$ cat src/rtl/coin_input_conditioner.sv
// ---------------------------------------------------------------------------
// coin_input_conditioner
//   Conditions the three raw coin-slot switches for the vending FSM. Each
//   channel is synchronised, debounced and edge-detected. A priority arbiter
//   (nickel > dime > quarter) then issues at most one single-cycle coin pulse
//   per clock, holding any other coins as pending so none are lost. A channel
//   whose debounced level stays high too long is flagged stuck and masked.
//
// Ports
//   i_clk          system clock
//   i_rst          asynchronous active-high reset
//   i_nickle_raw   raw nickel switch (async, bouncy, active-high)
//   i_dime_raw     raw dime switch
//   i_quarter_raw  raw quarter switch
//   o_nickle       one-cycle nickel-accepted pulse (registered)
//   o_dime         one-cycle dime-accepted pulse (registered)
//   o_quarter      one-cycle quarter-accepted pulse (registered)
//   o_busy         a coin is being issued / was pending at the last edge
//   o_stuck        sticky stuck flags: [0] nickel, [1] dime, [2] quarter
// ---------------------------------------------------------------------------

// Per-channel synchroniser, debouncer, rise detector and stuck detector.
//   i_raw     raw switch input
//   o_rise_c  combinational strobe: debounced level flips 0->1 on this edge
//             (already masked once the channel is stuck)
//   o_stuck   sticky stuck flag (registered)
module coin_channel #(
  parameter int unsigned SYNC_STAGES     = 2,
  parameter int unsigned DEBOUNCE_CYCLES = 4,
  parameter int unsigned STUCK_CYCLES    = 1000
) (
  input  logic i_clk,
  input  logic i_rst,
  input  logic i_raw,
  output logic o_rise_c,
  output logic o_stuck
);

  localparam int unsigned DEB_W = $clog2(DEBOUNCE_CYCLES + 1);
  localparam int unsigned STK_W = $clog2(STUCK_CYCLES + 1);

  logic [SYNC_STAGES-1:0] r_sync;
  logic                   w_synced;
  logic                   r_deb;
  logic [DEB_W-1:0]       r_deb_cnt;
  logic                   w_flip;
  logic [STK_W-1:0]       r_stk_cnt;
  logic                   r_stuck;

  assign w_synced = r_sync[SYNC_STAGES-1];

  // Plain shift-register synchroniser, no logic between stages.
  always_ff @(posedge i_clk or posedge i_rst) begin
    if (i_rst) begin
      r_sync <= '0;
    end else begin
      r_sync <= {r_sync[SYNC_STAGES-2:0], i_raw};
    end
  end

  // The flip happens on the edge that would complete DEBOUNCE_CYCLES
  // consecutive mismatching samples.
  assign w_flip = (w_synced != r_deb) &&
                  (r_deb_cnt >= DEB_W'(DEBOUNCE_CYCLES - 1));

  // Debounce counter: clears on agreement, saturates rather than wraps.
  always_ff @(posedge i_clk or posedge i_rst) begin
    if (i_rst) begin
      r_deb     <= 1'b0;
      r_deb_cnt <= '0;
    end else if (w_synced == r_deb) begin
      r_deb_cnt <= '0;
    end else if (w_flip) begin
      r_deb     <= w_synced;
      r_deb_cnt <= '0;
    end else if (r_deb_cnt != DEB_W'(DEBOUNCE_CYCLES)) begin
      r_deb_cnt <= r_deb_cnt + DEB_W'(1);
    end
  end

  // Stuck counter runs while the debounced level is high.
  always_ff @(posedge i_clk or posedge i_rst) begin
    if (i_rst) begin
      r_stk_cnt <= '0;
      r_stuck   <= 1'b0;
    end else begin
      if (!r_deb) begin
        r_stk_cnt <= '0;
      end else if (r_stk_cnt != STK_W'(STUCK_CYCLES)) begin
        r_stk_cnt <= r_stk_cnt + STK_W'(1);
      end
      if (r_deb && (r_stk_cnt == STK_W'(STUCK_CYCLES - 1))) begin
        r_stuck <= 1'b1;
      end
    end
  end

  // Rise is taken from the flip itself so the pending flag is set on the
  // same edge the debounced level goes high.
  assign o_rise_c = w_flip & w_synced & ~r_stuck;
  assign o_stuck  = r_stuck;

endmodule

module coin_input_conditioner #(
  parameter int unsigned SYNC_STAGES     = 2,
  parameter int unsigned DEBOUNCE_CYCLES = 4,
  parameter int unsigned STUCK_CYCLES    = 1000
) (
  input  logic       i_clk,
  input  logic       i_rst,
  input  logic       i_nickle_raw,
  input  logic       i_dime_raw,
  input  logic       i_quarter_raw,
  output logic       o_nickle,
  output logic       o_dime,
  output logic       o_quarter,
  output logic       o_busy,
  output logic [2:0] o_stuck
);

  localparam int unsigned NCH = 3;

  logic [NCH-1:0] w_raw;
  logic [NCH-1:0] w_rise;
  logic [NCH-1:0] w_stuck;
  logic [NCH-1:0] r_pend;
  logic [NCH-1:0] w_avail;
  logic [NCH-1:0] w_grant;
  logic [NCH-1:0] w_pend_nxt;
  logic           r_nickle;
  logic           r_dime;
  logic           r_quarter;
  logic           r_busy;

  assign w_raw = {i_quarter_raw, i_dime_raw, i_nickle_raw};

  // One conditioning channel per slot; bit order nickel, dime, quarter.
  for (genvar g = 0; g < NCH; g++) begin : g_ch
    coin_channel #(
      .SYNC_STAGES     (SYNC_STAGES),
      .DEBOUNCE_CYCLES (DEBOUNCE_CYCLES),
      .STUCK_CYCLES    (STUCK_CYCLES)
    ) u_ch (
      .i_clk    (i_clk),
      .i_rst    (i_rst),
      .i_raw    (w_raw[g]),
      .o_rise_c (w_rise[g]),
      .o_stuck  (w_stuck[g])
    );
  end

  // Fixed-priority grant; a new rise on the granted channel re-arms its
  // pending flag so a coin is never lost on a same-edge set/clear.
  always_comb begin
    w_grant = '0;
    w_avail = r_pend & ~w_stuck;
    if (w_avail[0]) begin
      w_grant = 3'b001;
    end else if (w_avail[1]) begin
      w_grant = 3'b010;
    end else if (w_avail[2]) begin
      w_grant = 3'b100;
    end
    w_pend_nxt = ((r_pend & ~w_grant) | w_rise) & ~w_stuck;
  end

  // Pending flags and registered coin outputs.
  always_ff @(posedge i_clk or posedge i_rst) begin
    if (i_rst) begin
      r_pend    <= '0;
      r_nickle  <= 1'b0;
      r_dime    <= 1'b0;
      r_quarter <= 1'b0;
      r_busy    <= 1'b0;
    end else begin
      r_pend    <= w_pend_nxt;
      r_nickle  <= w_grant[0];
      r_dime    <= w_grant[1];
      r_quarter <= w_grant[2];
      r_busy    <= |w_avail;
    end
  end

  assign o_nickle  = r_nickle;
  assign o_dime    = r_dime;
  assign o_quarter = r_quarter;
  assign o_busy    = r_busy;
  assign o_stuck   = w_stuck;

endmodule

$ cat config.mk
export PLATFORM = sky130hd
export DESIGN_NAME = coin_input_conditioner
export DESIGN_NICKNAME = d
export VERILOG_FILES = /design/src/rtl/coin_input_conditioner.sv
export SDC_FILE = /design/constraint.sdc
export NUM_CORES = 1
export LEC_CHECK = 0
export ABC_CLOCK_PERIOD_IN_PS = 3600
export CAP_MARGIN = 20
export CORE_UTILIZATION = 64
export DETAILED_ROUTE_END_ITERATION = 7
export PLACE_DENSITY = 0.84
export SLEW_MARGIN = 30
export SYNTH_ARGS = -nofsm -noshare
export SYNTH_HDL_FRONTEND = slang
export SYNTH_SLANG_ARGS = --single-unit
export TNS_END_PERCENT = 30
$ cat constraint.sdc
create_clock -name i_clk -period 3.6 [get_ports i_clk]
set_input_delay 1.08 -clock i_clk [delete_from_list [all_inputs] [get_ports i_clk]]
set_output_delay 1.08 -clock i_clk [all_outputs]
set_load 0.1 [all_outputs]
==> results of run 1 <==
-- power by group through the flow --
stage                     Combinational (W)  Clock [W]  Sequential, W
final                              0.000519   0.000656       0.000926
after global routing               0.000598   0.000688       0.000948
after CTS                          0.000528   0.000661       0.000925
after detailed placement           0.000523          0       0.000936
after global placement             0.000498          0       0.000927
after floorplan                    0.000382          0       0.000947
-- registers in the layout (all words and copies together), names as in the netlist --
signal,count
g_ch.u_ch.r_stk_cnt,30
g_ch.u_ch.r_deb_cnt,9
g_ch.u_ch.r_sync,6
g_ch.u_ch.o_stuck,3
g_ch.u_ch.r_deb,3
r_pend,3
o_busy,1
o_dime,1
o_nickle,1
o_quarter,1
-- area by class of cell --
| cell class | instances | area, um2 |
|---|---|---|
| well taps | 50 | 62.56 |
| repair buffers | 13 | 107.6 |
| fillers | 282 | 952.2 |
| clock inverters | 6 | 80.08 |
| flip-flops and latches | 58 | 1451 |
| inverters | 24 | 90.09 |
| clock buffers | 10 | 137.6 |
| multi-input cells | 179 | 1205 |
-- layer usage --
layer	global-route usage (%)	share of wire [%]
met1	28.15	46
met2	35.78	48
met3	6.000	2.9
met4	11.72	2.2
met5	0	0
-- per-stage QoR --
| stage | std cells | hold WS (ps) | utilization, % | cell area, um2 | power (W) |
|---|---|---|---|---|---|
| after detailed placement | 324 | 334.7 | 71.37 | 2917 | 0.001459 |
| after global routing | 340 | 359.3 | 76.70 | 3134 | 0.002234 |
| after floorplan | 267 | 331.2 | - | 2783 | 0.001330 |
| after global placement | 324 | 332.7 | 71.37 | 2917 | 0.001425 |
| after CTS | 340 | 348.7 | 76.70 | 3134 | 0.002113 |
| final | 340 | 347.1 | 76.70 | 3134 | 0.002101 |
-- kinds of logic after synthesis --
kind of cell / share of synthesized area [%]
AND/OR/NAND/NOR: 20.37
flip-flops: 52.16
AO/OA/AOI/OAI: 9.982
buffers and inverters: 4.541
adder cells (fa/ha/maj): 6.745
XOR/XNOR: 2.833
multiplexers: 3.372
-- Yosys cell counts, drive strengths merged --
library cell	instances	area [um2]
nor3	1	5.000
a211oi	3	22.52
a21oi	23	115.1
mux2	3	33.78
nand4	5	31.28
or3b	2	17.52
nand3	10	70.07
nor2b	3	18.77
xor2	8	70.07
or3	7	43.79
nand4b	3	26.28
nor4	3	37.54
nand3b	5	37.54
xnor2	1	8.760
clkbuf	1	3.750
nand2	37	138.9
nor4b	4	35.03
mux2i	6	60.06
o31ai	12	90.09
nor2	7	26.28
dfrtp	58	1451
buf	5	32.53
o21ai	10	50.05
inv	24	90.09
or4	8	60.06
ha	15	187.7
nand2b	3	18.77
-- path summary, 6_finish.rpt --
| check | end | start | slack [ps] |
|---|---|---|---|
| min reg2reg | g_ch[0].u_ch.r_sync[1] | g_ch[0].u_ch.r_sync[0] | 350 |
| max reg2reg | g_ch[1].u_ch.r_deb | g_ch[1].u_ch.r_deb_cnt[0] | 1890 |
| max | o_stuck[0] | g_ch[0].u_ch.o_stuck | 1450 |
| min | g_ch[0].u_ch.r_sync[1] | g_ch[0].u_ch.r_sync[0] | 350 |
| min in group asynchronous | g_ch[0].u_ch.r_deb_cnt[1] | i_rst | 1150 |
| max in group asynchronous | g_ch[1].u_ch.r_deb_cnt[1] | i_rst | 1830 |
==> metrics.md, run 1 <==
| Metric | Value |
|---|---|
| Clock sink count | `58` |
| Largest net degree at the start of global routing | `33` |
| Die height | `a little under 70 um` |
| CP Capture Type | `primary output` |
| Nets@finish | `305` |
| Tcrit/Tclk final | `59.70%` |
| Bufs and invs on worst path | `1` |
| Slew @ Worst Pin | `about 640 ps` |
| Worst reg-to-reg path cell count | `4` |
| Initial antenna violation count | `0` |
| Slew Limit Fails | `0` |
| Post-Syn Nets | `287` |
| Critical path fanouts, max | `4` |
| Sw Ratio | `a little over a third` |
| Post-CTS Setup Repair Bufs | `0` |
| Initial Util | `between 60% and 70%` |
| MaxCap Viol Count | `0` |
| Place WS | `between 1000 and 1500 ps` |
| H-tree Lvls | `3` |
| Final Hold Fails | `0` |
| Clock tree buffer depth | `2` |
| Clk_lat worst skew | `340 ps` |
| Vias | `between 1500 and 2000` |
| Clock root buffer | `clkbuf_8` |
| Clk slew on worst S/H paths | `~60 ps` |
| Ant diodes | `0` |
| Horiz. Die Dim | `just under 70 um` |
| Commonest non-fill, non-tap cell in the layout | `dfrtp_1` |
| Unrepaired setup endpoints after global routing | `no` |
| Power share of the clock group | `31.2%` |
| Hold-fix buffer count after cts | `0` |
| Post-route setup slack | `roughly 1500 ps` |
| First-pass GRT wire length | `7.521 mm` |
| Hold depth | `0` |
| Layout area overhead | `12.64%` |
| Vias in the first global route | `approximately 1800` |
| Crit path largest cell delay | `420 ps` |
| Synthesized instance count | `roughly 270` |
| Routed WL per cell | `~14 um` |
| I/O Buffers | `11` |
| P_int | `0.001370 W` |
| Setup tns final | `0 ps` |
| Synth Area per Inst | `between 10 and 15 um2` |
| Synth unique cells | `30` |
| Max frequency | `between 400 and 500 MHz` |
| Die ar. | `approximately 4600 um2` |
| Maximum vdd drop | `about 0.37 mV` |
| Final setup violation count | `0` |
| Post-synthesis register bit count | `58` |
| Levels on crit path | `1` |
| Logic pwr share | `approximately 25%` |
| Routed wire length | `4.605 mm` |
| Synthesis Warnings | `0` |
| Final estimated routing congestion in global placement | `approximately 0.8` |
| Hold Crit Class | `flip-flop to flip-flop` |
| Flop pwr share | `between 40 and 50%` |
| Worst slew margin | `a little under three fifths` |
| 1st-iter DRT viols | `115` |
| Core Rows | `23` |
| Post_cts resized | `0` |
| Cts bufs inserted | `9` |
| CTS tree | `built` |
| Clock period minus worst slack | `between 2000 and 2500 ps` |
| Net Switching | `0.0007314 W` |
| GRT Total Usage | `between 20% and 30%` |
| Worst Setup Start Kind | `flip-flop` |
| Core area | `~4000 um2` |
| Top delay family on crit path | `flip-flops` |
| ANT nets after route | `0` |
| Via/cell ratio | `~5.8` |
| Most frequent cells in the layout | `dfrtp_1 (58), nand2_1 (37), inv_1 (23), a21oi_1 (23), ha_1 (15)` |
| Worst endpoint data arrival time | `roughly 1100 ps` |
| Total congestion overflow | `0` |
| Register area share after synthesis | `52.16%` |
| Drc violations | `0` |
| 1st-pass router iterations | `4` |
| Share of layout cells above drive strength 1 | `12.41%` |
| Outcome | `complete, no violations` |
| Detailed Place HPWL | `approximately 3.2 mm` |
| Leakage | `between 1 and 1.5 nW` |
| Worst Skew | `between 5 and 6 ps` |
| Kind of critical path | `flip-flop to primary output` |
| Worst EP required | `2520 ps` |
| Crit-path slowest cell | `dfrtp_1` |
| Cell area after synthesis | `between 2000 and 3000 um2` |
| Power Density | `between 600 and 700 nW/um2` |
| CP cell instances | `buf_4` |
| Top-Level Pins | `12` |
Note: power is estimated with default switching activity, not from simulation.
==> run 2: changes to the inputs <==
ABC_CLOCK_PERIOD_IN_PS = 2200   (was 3600)
CORE_UTILIZATION = 60   (was 64)
PLACE_DENSITY = 0.79   (was 0.84)
clock period = 2.2 ns   (was 3.6 ns; I/O delays follow)
==> run 2 against run 1 <==
Against the previous run:
- count of clock-buffer cells in the layout grew 3
- register-to-register slack lost 1500 ps
- worst hold slack is essentially flat
- cell area shrank 0.84%
- critical path type is now flip-flop to flip-flop
==> metrics.md, run 2 (synthesis results as in run 1) <==
| Metric | Value |
|---|---|
| Outcome | `complete, no violations` |
| 1st-iter DRT viols | `about 110` |
| CP Capture Type | `flip-flop` |
| First-pass GRT wire length | `~7.8 mm` |
| CTS tree | `built` |
| 1st-pass router iterations | `4` |
| Slew @ Worst Pin | `477.4 ps` |
| MaxCap Viol Count | `0` |
| Final Power | `around 0.0032 W` |
| Clock sink count | `slightly below 60` |
| Unrepaired setup endpoints after global routing | `no` |
| Maximum vdd drop | `about 0.48 mV` |
| Die height | `~70 um` |
| Clk_lat worst skew | `between 300 and 400 ps` |
| Initial antenna violation count | `0` |
| Max FFs per register | `30` |
| Die ar. | `between 4000 and 5000 um2` |
| H-tree Lvls | `3` |
| Worst Skew | `approximately 5.1 ps` |
| Slew Limit Fails | `0` |
| Vias | `1932` |
| Core Rows | `24` |
| Ant diodes | `0` |
| Final estimated routing congestion in global placement | `approximately 0.78` |
| Post-CTS Setup Repair Bufs | `0` |
| Hold Crit Class | `flip-flop to flip-flop` |
| Largest net degree at the start of global routing | `59` |
| Detailed Place HPWL | `between 3 and 4 mm` |
| Total congestion overflow | `0` |
| Post_cts resized | `0` |
| Nets@finish | `304` |
| Clk slew on worst S/H paths | `~50 ps` |
| Via/cell ratio | `roughly 5.7` |
| Commonest non-fill, non-tap cell in the layout | `dfrtp_1` |
| Layout area overhead | `11.69%` |
| Worst slew margin | `67.98%` |
| Clock tree buffer depth | `2` |
| Most frequent cells in the layout | `dfrtp_1 (58), nand2_1 (37), inv_1 (23), a21oi_1 (23), ha_1 (15)` |
| Worst endpoint data arrival time | `between 1500 and 2000 ps` |
| Max frequency | `around 570 MHz` |
| Initial Util | `a little over three fifths` |
| Critical path fanouts, max | `4` |
| Share of layout cells above drive strength 1 | `approximately a tenth` |
| Routed wire length | `around 4.4 mm` |
| Place WS | `roughly 450 ps` |
| Worst EP required | `roughly 2400 ps` |
| ANT nets after route | `0` |
| Leakage | `1.312 nW` |
| Power Density | `between 1000 and 1500 nW/um2` |
| Core area | `4414 um2` |
| Drc violations | `0` |
| Setup tns final | `0 ps` |
| Vias in the first global route | `approximately 1800` |
| Top-Level Pins | `12` |
| Cts bufs inserted | `9` |
| Tcrit/Tclk final | `between 80% and 90%` |
| Final Hold Fails | `0` |
| Horiz. Die Dim | `70.10 um` |
| Clock period minus worst slack | `1764 ps` |
| Post-route setup slack | `435.9 ps` |
| Largest regs | `g_ch.u_ch.r_stk_cnt x30, g_ch.u_ch.r_deb_cnt x9, g_ch.u_ch.r_sync x6` |
| Routed WL per cell | `about 13 um` |
| Hold-fix buffer count after cts | `0` |
| Kind of critical path | `flip-flop to flip-flop` |
| Final Util | `approximately 70%` |
| Final setup violation count | `0` |
| Clock root buffer | `clkbuf_8` |
| Worst Setup Start Kind | `flip-flop` |
| GRT Total Usage | `20.34%` |
| Largest register by flop count | `g_ch.u_ch.r_stk_cnt` |
| I/O Buffers | `11` |
## run 2: cell count changes in the layout (fill, tap and decap cells not counted)
cell | previous run | this run
buf_4 | 9 | 5
clkinv_2 | 4 | 0
buf_12 | 0 | 3
bufinv_16 | 2 | 0
clkbuf_1 | 0 | 2
clkbuf_8 | 10 | 11
## run 2: path summary, 6_finish.rpt
kind / slack (ps) / end / depth (start not counted) / startpoint
max: 440 / g_ch[0].u_ch.r_deb / 4 / g_ch[0].u_ch.r_deb_cnt[0]
min: 350 / g_ch[0].u_ch.r_sync[1] / 0 / g_ch[0].u_ch.r_sync[0]
max reg2reg: 440 / g_ch[0].u_ch.r_deb / 4 / g_ch[0].u_ch.r_deb_cnt[0]
min reg2reg: 350 / g_ch[0].u_ch.r_sync[1] / 0 / g_ch[0].u_ch.r_sync[0]
max in group asynchronous: 1230 / g_ch[0].u_ch.r_deb / 3 / i_rst
min in group asynchronous: 700 / g_ch[1].u_ch.r_stk_cnt[8] / 3 / i_rst
## run 2: area by class of cell
type	count	area, um2
Clock buffer	13	158.9
Fill cell	315	1306
Inverter	24	90.09
Multi-Input combinational cell	179	1205
Sequential cell	58	1451
Tap cell	52	65.06
Timing Repair Buffer	12	137.6
## run 2: routing by layer
metal / up-vias / part of all wire, % / track usage [%] / wire length (um)
met5: - / 0 / 0 / 0
met4: 0 / 1.9 / 9.333 / 82
met3: 10 / 2.7 / 6.061 / 120
met2: 17 / 46 / 30.88 / 2022
met1: 934 / 50 / 27.01 / 2191
li1: 971 / - / - / -
## run 2: worst max-delay path, stage by stage, from the launching register on
cell	delay, ps
dfrtp_1	410
ha_1	210
ha_1	200
a211oi_1	440
mux2_2	390
## run 2: report_power, final
group	internal [W]	switching, W
Sequential	0.00126	0.000255
Combinational	0.000323	0.000523
Clock	0.000452	0.000366
Total	0.00203	0.00114
## run 2: per-stage QoR
stage	cell area [um2]	cells	hold slack [ps]
floorplan	2783	267	331.2
global placement	2949	325	333.1
detailed placement	2949	325	335.6
CTS	3108	338	348.2
global route	3108	338	353.5
finish	3108	338	347.1
==> run 3: changes to the inputs <==
ABC_CLOCK_PERIOD_IN_PS = 1600   (was 2200)
CORE_UTILIZATION = 54   (was 60)
PLACE_DENSITY = 0.75   (was 0.79)
clock period = 1.6 ns   (was 2.2 ns; I/O delays follow)
==> run 3 against run 2 <==
Against the previous run:
- wire length grew 3.5%
- critical path depth is the same
- worst hold slack gained 2.7 ps
- non-clock buffer count grew 9
- worst setup slack lost 350 ps
- count of clock-buffer cells in the layout grew 2
- fmax grew 17%
- die area grew 11%
- register-to-register slack lost 350 ps
- global-route usage shrank 0.14 points
- sequential share of layout area shrank 2.3 points
- largest cell class unchanged
- highest routed layer unchanged
==> metrics.md, run 3 (synthesis results as in run 1) <==
| Metric | Value |
|---|---|
| CTS tree | `built` |
| Cts bufs inserted | `9` |
| Flop pwr share | `a little under half` |
| Met3 GRT Util | `under 10%` |
| Routed WL per cell | `approximately 13 um` |
| P_int | `0.002908 W` |
| Leakage | `between 1 and 1.5 nW` |
| 1st-iter DRT viols | `a little under 100` |
| Kind of critical path | `flip-flop to flip-flop` |
| Max frequency | `between 600 and 700 MHz` |
| 1st-pass router iterations | `4` |
| Place WS | `-0.1347 ps` |
| Commonest non-fill, non-tap cell in the layout | `dfrtp_1` |
| Hold Startpoint | `g_ch[0].u_ch.r_sync[0]` |
| Layout area overhead | `17.45%` |
| Hold-fix buffer count after cts | `0` |
| Most frequent cells in the layout | `dfrtp_1 (58), nand2_1 (37), inv_1 (23), a21oi_1 (23), ha_1 (13)` |
| Top delay family on crit path | `adder cells` |
| Slew @ Worst Pin | `between 400 and 500 ps` |
| Reg-to-Reg End | `g_ch[0].u_ch.r_deb` |
| Hold Crit Class | `flip-flop to flip-flop` |
| Vias in the first global route | `between 1500 and 2000` |
| Crit path largest cell delay | `approximately 370 ps` |
| Final setup violation count | `0` |
| Clk slew on worst S/H paths | `~50 ps` |
| Largest net degree at the start of global routing | `34` |
| Max FFs per register | `30` |
| Hold depth | `0` |
| Worst reg-to-reg path cell count | `4` |
| CP Capture Type | `flip-flop` |
| Detailed Place HPWL | `~3.3 mm` |
| WHS Endpoint | `g_ch[0].u_ch.r_sync[1]` |
| Worst slew margin | `between 60 and 70%` |
| Hold WS | `approximately 350 ps` |
| Horiz. Die Dim | `around 74 um` |
| Outcome | `complete, no violations` |
| Top cell by count, worst path | `ha_1` |
| Clk_lat worst skew | `roughly 330 ps` |
| Sw Ratio | `35.93%` |
| MaxCap Viol Count | `0` |
| Placed cell count | `between 300 and 400` |
| Routed wire length | `roughly 4.6 mm` |
| Ant diodes | `0` |
| Post-route setup slack | `86.75 ps` |
| Worst Skew | `4.562 ps` |
| Crit-path slowest cell | `dfrtp_1` |
| Top-Level Pins | `12` |
| Final non-filler cell total | `364` |
| Tcrit/Tclk final | `a little over nine tenths` |
| M1 GR Usage | `approximately 25%` |
| Worst Setup Start Kind | `flip-flop` |
| Nets@finish | `roughly 310` |
| ANT nets after route | `0` |
| Total congestion overflow | `0` |
| Core area | `just under 5000 um2` |
| Drc violations | `0` |
| Share of layout cells above drive strength 1 | `between 10% and 20%` |
| Global route hottest layer | `met2` |
| Setup tns final | `0 ps` |
| Clock sink count | `58` |
| First-pass GRT wire length | `between 8 and 9 mm` |
| Initial antenna violation count | `0` |
| Worst r2r src | `g_ch[0].u_ch.r_deb_cnt[0]` |
| Final Hold Fails | `0` |
| Core Rows | `25` |
| Net Switching | `between 0.0015 and 0.002 W` |
| CP cell instances | `ha_1 -> ha_1 -> a211oi_2 -> mux2_2` |
| Largest regs | `g_ch.u_ch.r_stk_cnt x30, g_ch.u_ch.r_deb_cnt x9, g_ch.u_ch.r_sync x6` |
| Post-CTS Setup Repair Bufs | `0` |
| Power Density | `around 1400 nW/um2` |
| Die ar. | `between 5000 and 6000 um2` |
| Maximum vdd drop | `0.7150 mV` |
| Critical path fanouts, max | `2` |
| GRT Total Usage | `20.20%` |
| Final estimated routing congestion in global placement | `approximately 0.76` |
| Met2 Track Usage GR | `between 30% and 40%` |
| Largest register by flop count | `g_ch.u_ch.r_stk_cnt` |
| Power share of the clock group | `23.4%` |
| Initial Util | `57.39%` |
| Worst EP required | `approximately 1800 ps` |
| Bufs and invs on worst path | `0` |
| Logic pwr share | `31.0%` |
| I/O Buffers | `11` |
| H-tree Lvls | `3` |
| Worst endpoint data arrival time | `about 1700 ps` |
| Clock root buffer | `clkbuf_8` |
| Unrepaired setup endpoints after global routing | `yes` |
| Die height | `73.79 um` |
| Final Util | `around two thirds` |
| Clock period minus worst slack | `1513 ps` |
| Reg2reg setup slack | `90 ps` |
| Clock tree buffer depth | `2` |
| Slew Limit Fails | `0` |
| Vias | `1968` |
| Via/cell ratio | `between 5 and 6` |
run 3: worst register-to-register path: stages, from the launching register on:
cell and delay [ps]:
dfrtp_1 370, ha_1 200, ha_1 210, a211oi_2 260, mux2_2 360
run 3: cell type report:
cell class,count,area (um2)
repair buffers,21,267.8
clock buffers,15,146.4
well taps,67,83.83
multi-input cells,179,1225
fillers,354,1580
flip-flops and latches,58,1451
inverters,24,93.84
run 3: worst max path at each step:
stage,from,end,depth (start not counted)
2_1_floorplan,g_ch[0].u_ch.r_deb_cnt[0],g_ch[0].u_ch.r_deb,4
3_3_place_gp,g_ch[1].u_ch.r_deb_cnt[0],g_ch[1].u_ch.r_deb,4
3_5_place_dp,g_ch[1].u_ch.r_deb_cnt[0],g_ch[1].u_ch.r_deb,4
4_1_cts,g_ch[0].u_ch.r_deb_cnt[1],g_ch[0].u_ch.r_deb_cnt[1],6
5_1_grt,g_ch[2].u_ch.r_stk_cnt[1],g_ch[2].u_ch.r_stk_cnt[8],4
6_report,g_ch[0].u_ch.r_deb_cnt[0],g_ch[0].u_ch.r_deb,4
run 3: power groups by stage:
stage                     clock network (W)  registers (W)  logic (W)
after floorplan                           0        0.00213   0.000861
after global placement                    0        0.00207    0.00133
after detailed placement                  0        0.00209    0.00139
after CTS                           0.00111        0.00207    0.00141
after global routing                0.00116        0.00213    0.00158
final                               0.00106        0.00207    0.00141
run 3: per-layer routing:
layer	share of wire (%)	up-vias
li1	-	991
met1	48	945
met2	48	19
met3	2.1	13
met4	2.8	0
met5	0	-
run 3: per-stage QoR:
step / total power, W / cell area (um2)
finish: 0.004539 / 3268
global route: 0.004874 / 3268
CTS: 0.004580 / 3258
detailed placement: 0.003475 / 3102
global placement: 0.003405 / 3102
floorplan: 0.002992 / 2786
run 3: what timing repair did:
action | CTS | global route
cloned | 0 | 0
setup endpoints to repair | 2 | 6
gates resized for setup | 2 | 3
pin swaps | 0 | 1
==> RTL change 1, RTL diff (config.mk and constraints of run 1) <==
Make the reset (`i_rst`) synchronous in 4 clocked blocks. Comments in the files are not updated.
--- a/src/rtl/coin_input_conditioner.sv
+++ b/src/rtl/coin_input_conditioner.sv
@@ -50,7 +50,7 @@
   assign w_synced = r_sync[SYNC_STAGES-1];
 
   // Plain shift-register synchroniser, no logic between stages.
-  always_ff @(posedge i_clk or posedge i_rst) begin
+  always_ff @(posedge i_clk) begin
     if (i_rst) begin
       r_sync <= '0;
     end else begin
@@ -64,7 +64,7 @@
                   (r_deb_cnt >= DEB_W'(DEBOUNCE_CYCLES - 1));
 
   // Debounce counter: clears on agreement, saturates rather than wraps.
-  always_ff @(posedge i_clk or posedge i_rst) begin
+  always_ff @(posedge i_clk) begin
     if (i_rst) begin
       r_deb     <= 1'b0;
       r_deb_cnt <= '0;
@@ -79,7 +79,7 @@
   end
 
   // Stuck counter runs while the debounced level is high.
-  always_ff @(posedge i_clk or posedge i_rst) begin
+  always_ff @(posedge i_clk) begin
     if (i_rst) begin
       r_stk_cnt <= '0;
       r_stuck   <= 1'b0;
@@ -166,7 +166,7 @@
   end
 
   // Pending flags and registered coin outputs.
-  always_ff @(posedge i_clk or posedge i_rst) begin
+  always_ff @(posedge i_clk) begin
     if (i_rst) begin
       r_pend    <= '0;
       r_nickle  <= 1'b0;
Behaviour: differs if i_rst is asserted again (counterexample within 10 cycles, from zero or initial values and one cycle with i_rst high); with i_rst held inactive, the same outputs for 10 cycles.
==> RTL change 1 against run 1 <==
Final area down 4.2%; synthesized cell count up 9.4%; global-route usage grew 1.7 points; wire length increased by 2.1%; worst setup slack lost 0.12 ns; die area fell by 3.7%; fmax is 5.3% lower; synthesized area shrank 3.8%; via count rose by 7.5%; sequential cell count unchanged; critical path type is now input port to flop; largest cell class is now multi-input gates; highest routed layer unchanged.
Power is not compared: it rests on default switching activity, and its combinational part moved more than twofold at a synthesized area within 25%.
==> RTL change 1: results (changes against run 1) <==
- After synthesis, the most frequently instantiated cells are sky130_fd_sc_hd__dfxtp_1, sky130_fd_sc_hd__a21oi_1, sky130_fd_sc_hd__nand2_1.
- The run finished with clean final reports.
- The detail-routed via count per cell came to 5.91 (+1.2%).
* Number of cells on the worst reg-to-reg path: 5 (+1)
- The all-layer global routing usage is 24.2% (+1.7 points).
- Adder-Cell Fraction of Synth Area: 7.01% (+0.26 points)
- The worst clock skew on the final layout was 0.00436 ns (-0.00117 ns).
- Endpoint of the lowest-slack register-to-register path: g_ch[0].u_ch.r_deb_cnt[2]
- The transition time at the pin with the least slew margin is 0.598 ns (-0.0378 ns).
- The placeable core region was 4000 sq um (-2.1%).
- Syn Inst Count: 292 (+9.4%)
- Final Routed Wirelength: 4700 microns (+2.1%)
* Count of different cell masters after synthesis: 42 (+40%)
* Number of non-clock inverters: 17 (-29%)
* Footprint of the multi-input gates: 1400 sq um (+16%)
* First-pass detailed-route iteration total: 5 (+1)
* Hpwl dp: 3230 microns (-0.28%)
- Port-buffer cells: 11 (unchanged)
- Placed Instances: 345 (+6.5%)
- Signal arrival time at the worst endpoint: 2.53 ns (+1.46 ns)
- Total of plain and repair buffers excluding clock buffers: 12 (-1)
- Routed WL per cell: 13.0 microns (-3.8%)
- Post-placement setup slack: 1.01 ns (-0.413 ns)
* Synth Area in Compound Gates: 14.7% (+4.7 points)
- The net count of the mapped netlist came to 312 (+8.7%).
- Vias in the first global route: 1933 (+8.0%)
- The post-placement cell area is 2790 sq um (-4.4%).
- In this run the static leakage power is 1.04 nW.
- The parity-gate share of the synthesized area counting xor and xnor cells is 2.94% (+0.11 points).
- DRC violation total after the first TritonRoute iteration: 157 (+37%)
* Worst R2R Start: g_ch[0].u_ch.r_deb_cnt[0]
* Prevailing post-synth register cell: sky130_fd_sc_hd__dfxtp_1
* Critical Path Source: i_rst
- Largest fanout of any net on the critical path: 20 (+16)
- The clock network area share came to 7.13% (+0.18 points).
- The global-route wire length before repair was 8000 microns (+6.4%).
* Multi-input combinational cell count: 208 (+16%)
- The largest net degree at the start of global routing came to 21 (-36%).
- # nets final: 326 (+6.9%)
- The register fraction of the total cell area is 38.7% (-7.6 points).
- In this run the worst setup path terminates at g_ch[2].u_ch.r_stk_cnt[0].
- The register area share after synthesis was 43.4% (-8.8 points).
- The storage element area is 1160 sq um (-20%).
- Period minus WS final: 2.27 ns (+0.119 ns)
- Non-clock buffer contribution to total cell area: 3.33% (-0.098 points)
* Clock buffer count in the final layout: 12 (+2)
- The share of post-route cells with drive strength above 1 is 9.65% (-2.8 points).
- Async set-or-reset flop fraction in the synthesized netlist: 0% (-100 points)
- In the post-synthesis netlist, the biggest area contributors are sky130_fd_sc_hd__dfxtp_1, sky130_fd_sc_hd__ha_1, sky130_fd_sc_hd__a21oi_1.
- Global placement routability congestion: 0.840 (+6.2%)
-- RTL change 1: worst min path at each step --
| stage | end | slack [ns] | cells after the start | startpoint |
|---|---|---|---|---|
| floorplan | g_ch[0].u_ch.r_sync[1] | 0.41 | 1 | g_ch[0].u_ch.r_sync[0] |
| global placement | g_ch[2].u_ch.r_sync[1] | 0.42 | 1 | g_ch[2].u_ch.r_sync[0] |
| detailed placement | g_ch[2].u_ch.r_sync[1] | 0.42 | 1 | g_ch[2].u_ch.r_sync[0] |
| CTS | g_ch[2].u_ch.r_sync[1] | 0.43 | 1 | g_ch[2].u_ch.r_sync[0] |
| global route | g_ch[2].u_ch.r_sync[1] | 0.46 | 1 | g_ch[2].u_ch.r_sync[0] |
| finish | g_ch[2].u_ch.r_sync[1] | 0.43 | 1 | g_ch[2].u_ch.r_sync[0] |
-- RTL change 1: per-layer routing --
metal	share of wire, %	GRT usage [%]	vias up	wire length [microns]
met5	0	0	-	0
met4	3.2	16.2	0	150
met3	3.6	6.34	16	169
met2	47	38.4	40	2210
met1	46	28.4	990	2170
li1	-	-	1086	-
-- RTL change 1: logic make-up after synthesis --
kind of cell    count (synthesis)
flops                          58
mux                             2
compound gates                 62
buf+inv                        26
xor+xnor                        9
simple gates                  120
fa+ha+maj                      15
-- RTL change 1: worst max-delay path: stages --
cell,delay [ns]
sky130_fd_sc_hd__clkdlybuf4s50_1,0.57
sky130_fd_sc_hd__buf_4,0.28
sky130_fd_sc_hd__or2b_2,0.39
sky130_fd_sc_hd__nor3_1,0.19
-- RTL change 1: power groups by stage --
stage	Combinational (W)	Sequential, W	Clock (W)
global route	0.0000216	0.000648	0.000661
CTS	0.0000192	0.000648	0.000632
floorplan	0.0000123	0.000662	0
detailed placement	0.0000188	0.000663	0
global placement	0.0000185	0.000662	0
finish	0.0000191	0.000648	0.000623
==> RTL change 2, RTL diff (settings of run 1) <==
Without the edit above. `DEBOUNCE_CYCLES` is set to 4 in 2 places; all go to 2.
--- a/src/rtl/coin_input_conditioner.sv
+++ b/src/rtl/coin_input_conditioner.sv
@@ -26,7 +26,7 @@
 //   o_stuck   sticky stuck flag (registered)
 module coin_channel #(
   parameter int unsigned SYNC_STAGES     = 2,
-  parameter int unsigned DEBOUNCE_CYCLES = 4,
+  parameter int unsigned DEBOUNCE_CYCLES = 2,
   parameter int unsigned STUCK_CYCLES    = 1000
 ) (
   input  logic i_clk,
@@ -104,7 +104,7 @@
 
 module coin_input_conditioner #(
   parameter int unsigned SYNC_STAGES     = 2,
-  parameter int unsigned DEBOUNCE_CYCLES = 4,
+  parameter int unsigned DEBOUNCE_CYCLES = 2,
   parameter int unsigned STUCK_CYCLES    = 1000
 ) (
   input  logic       i_clk,
Formal check against the unedited RTL: not equivalent (a bounded check fails within 10 cycles, from zero or initial values and one cycle with i_rst high).
==> RTL change 2 against run 1 <==
Wire length fell by 0.96%; combinational power is 4% lower; synthesized area fell by 4.7%; sequential power decreased by 6.8%; final cell count fell by 6.8%; final area is 7.3% lower; count of clock-buffer cells in the layout is 4 lower; non-clock buffer count decreased by 1; clock power shrank 35%; sequential cell count decreased by 3; worst setup slack gained 0.028 ns; power is 15% lower; register-to-register slack better by 0.04 ns; largest cell class unchanged; highest routed layer unchanged.
==> RTL change 2: results (changes against run 1) <==
* Result of the run: complete, no violations
- Hpwl dp: 3200 microns (-1.3%)
- The minimum setup slack among reg-to-reg paths came to 1.93 ns (+0.04 ns).
- The part of the total power dissipated in the clock network is 23.8% (-7.4 points).
- Sequential power share: 48.2% (+4.1 points)
* Number of vias after detailed routing: 1807 (-8.9%)
- For hold timing, the worst endpoint is g_ch[2].u_ch.r_sync[1].
* Vias in the first global route: 1865 (+4.2%)
- Final worst path period share: 58.9% (-0.77 points)
- The parity-gate share of the synthesized area counting xor and xnor cells is 4.29% (+1.5 points).
- Global placement routability congestion: 0.773 (-2.4%)
- Syn avg cell area: 10.4 sq um (+0.20%)
- Post-placement setup slack: 1.56 ns (+0.136 ns)
- The clock transition at the register clock pins on the worst setup and hold paths after CTS is 0.10 ns (+0.04 ns).
- In this run the critical register-to-register path is captured at g_ch[1].u_ch.r_stk_cnt[8].
- The worst clock skew on the final layout is 0.0124 ns (+0.00690 ns).
* Max H-tree Level: 2 (-1)
- Worst hold slack: 0.362 ns (+0.0146 ns)
* Share of the yosys chip area belonging to registers: 51.9% (-0.27 points)
- Count of different cell masters after synthesis: 37 (+23%)
* Clock insertion delay at the later pin of the skew report: 0.32 ns (-0.02 ns)
- Switching fraction of total power: 37.0% (+2.2 points)
- Worst Setup EP: o_stuck[1]
- The largest net degree at the start of global routing was 31 (-6.1%).
- The static power due to leakage is 1.27 nW (-5.7%).
- All-Layer GR Usage: 24.5% (+2.0 points)
- The proportion of synthesized area in mux cells is 6.18% (+2.8 points).
* Post-Synthesis Net Count: 271 (-5.6%)
- The count of nets after finishing came to 283 (-7.2%).
- Mean number of vias per cell: 5.70 (-2.3%)
* Worst R2R Start: g_ch[1].u_ch.r_stk_cnt[1]
- Number of clock buffers inserted by TritonCTS: 5 (-4)
- The relative slew slack came to 59.9% (+2.4 points).
- The share of post-route cells with drive strength above 1 came to 9.74% (-2.7 points).
* Largest cells by area after synthesis: sky130_fd_sc_hd__dfrtp_1, sky130_fd_sc_hd__ha_1, sky130_fd_sc_hd__mux2i_1
RTL change 2: cell types whose count changed after synthesis, moves of 4 or more:
cell                      delta
sky130_fd_sc_hd__or4_1       -4
sky130_fd_sc_hd__nand2_1     -4
sky130_fd_sc_hd__nor2_1      +6
sky130_fd_sc_hd__a21oi_1    -12
sky130_fd_sc_hd__mux2i_1     +7
sky130_fd_sc_hd__o31ai_1     -7
RTL change 2: routing by layer:
| metal | wire [microns] | track usage (%) |
|---|---|---|
| met1 | 2020 | 28.0 |
| met2 | 2290 | 43.5 |
| met3 | 163 | 6.21 |
| met4 | 80 | 9.84 |
| met5 | 0 | 0 |
RTL change 2: layout make-up:
class | count | area [sq um]
sequential | 55 | 1380
multi-input combinational | 170 | 1150
fill | 286 | 1090
timing repair buffer | 12 | 113
clock buffer | 6 | 82.6
inverter | 22 | 82.6
tap | 50 | 62.6
clock inverter | 2 | 35.0
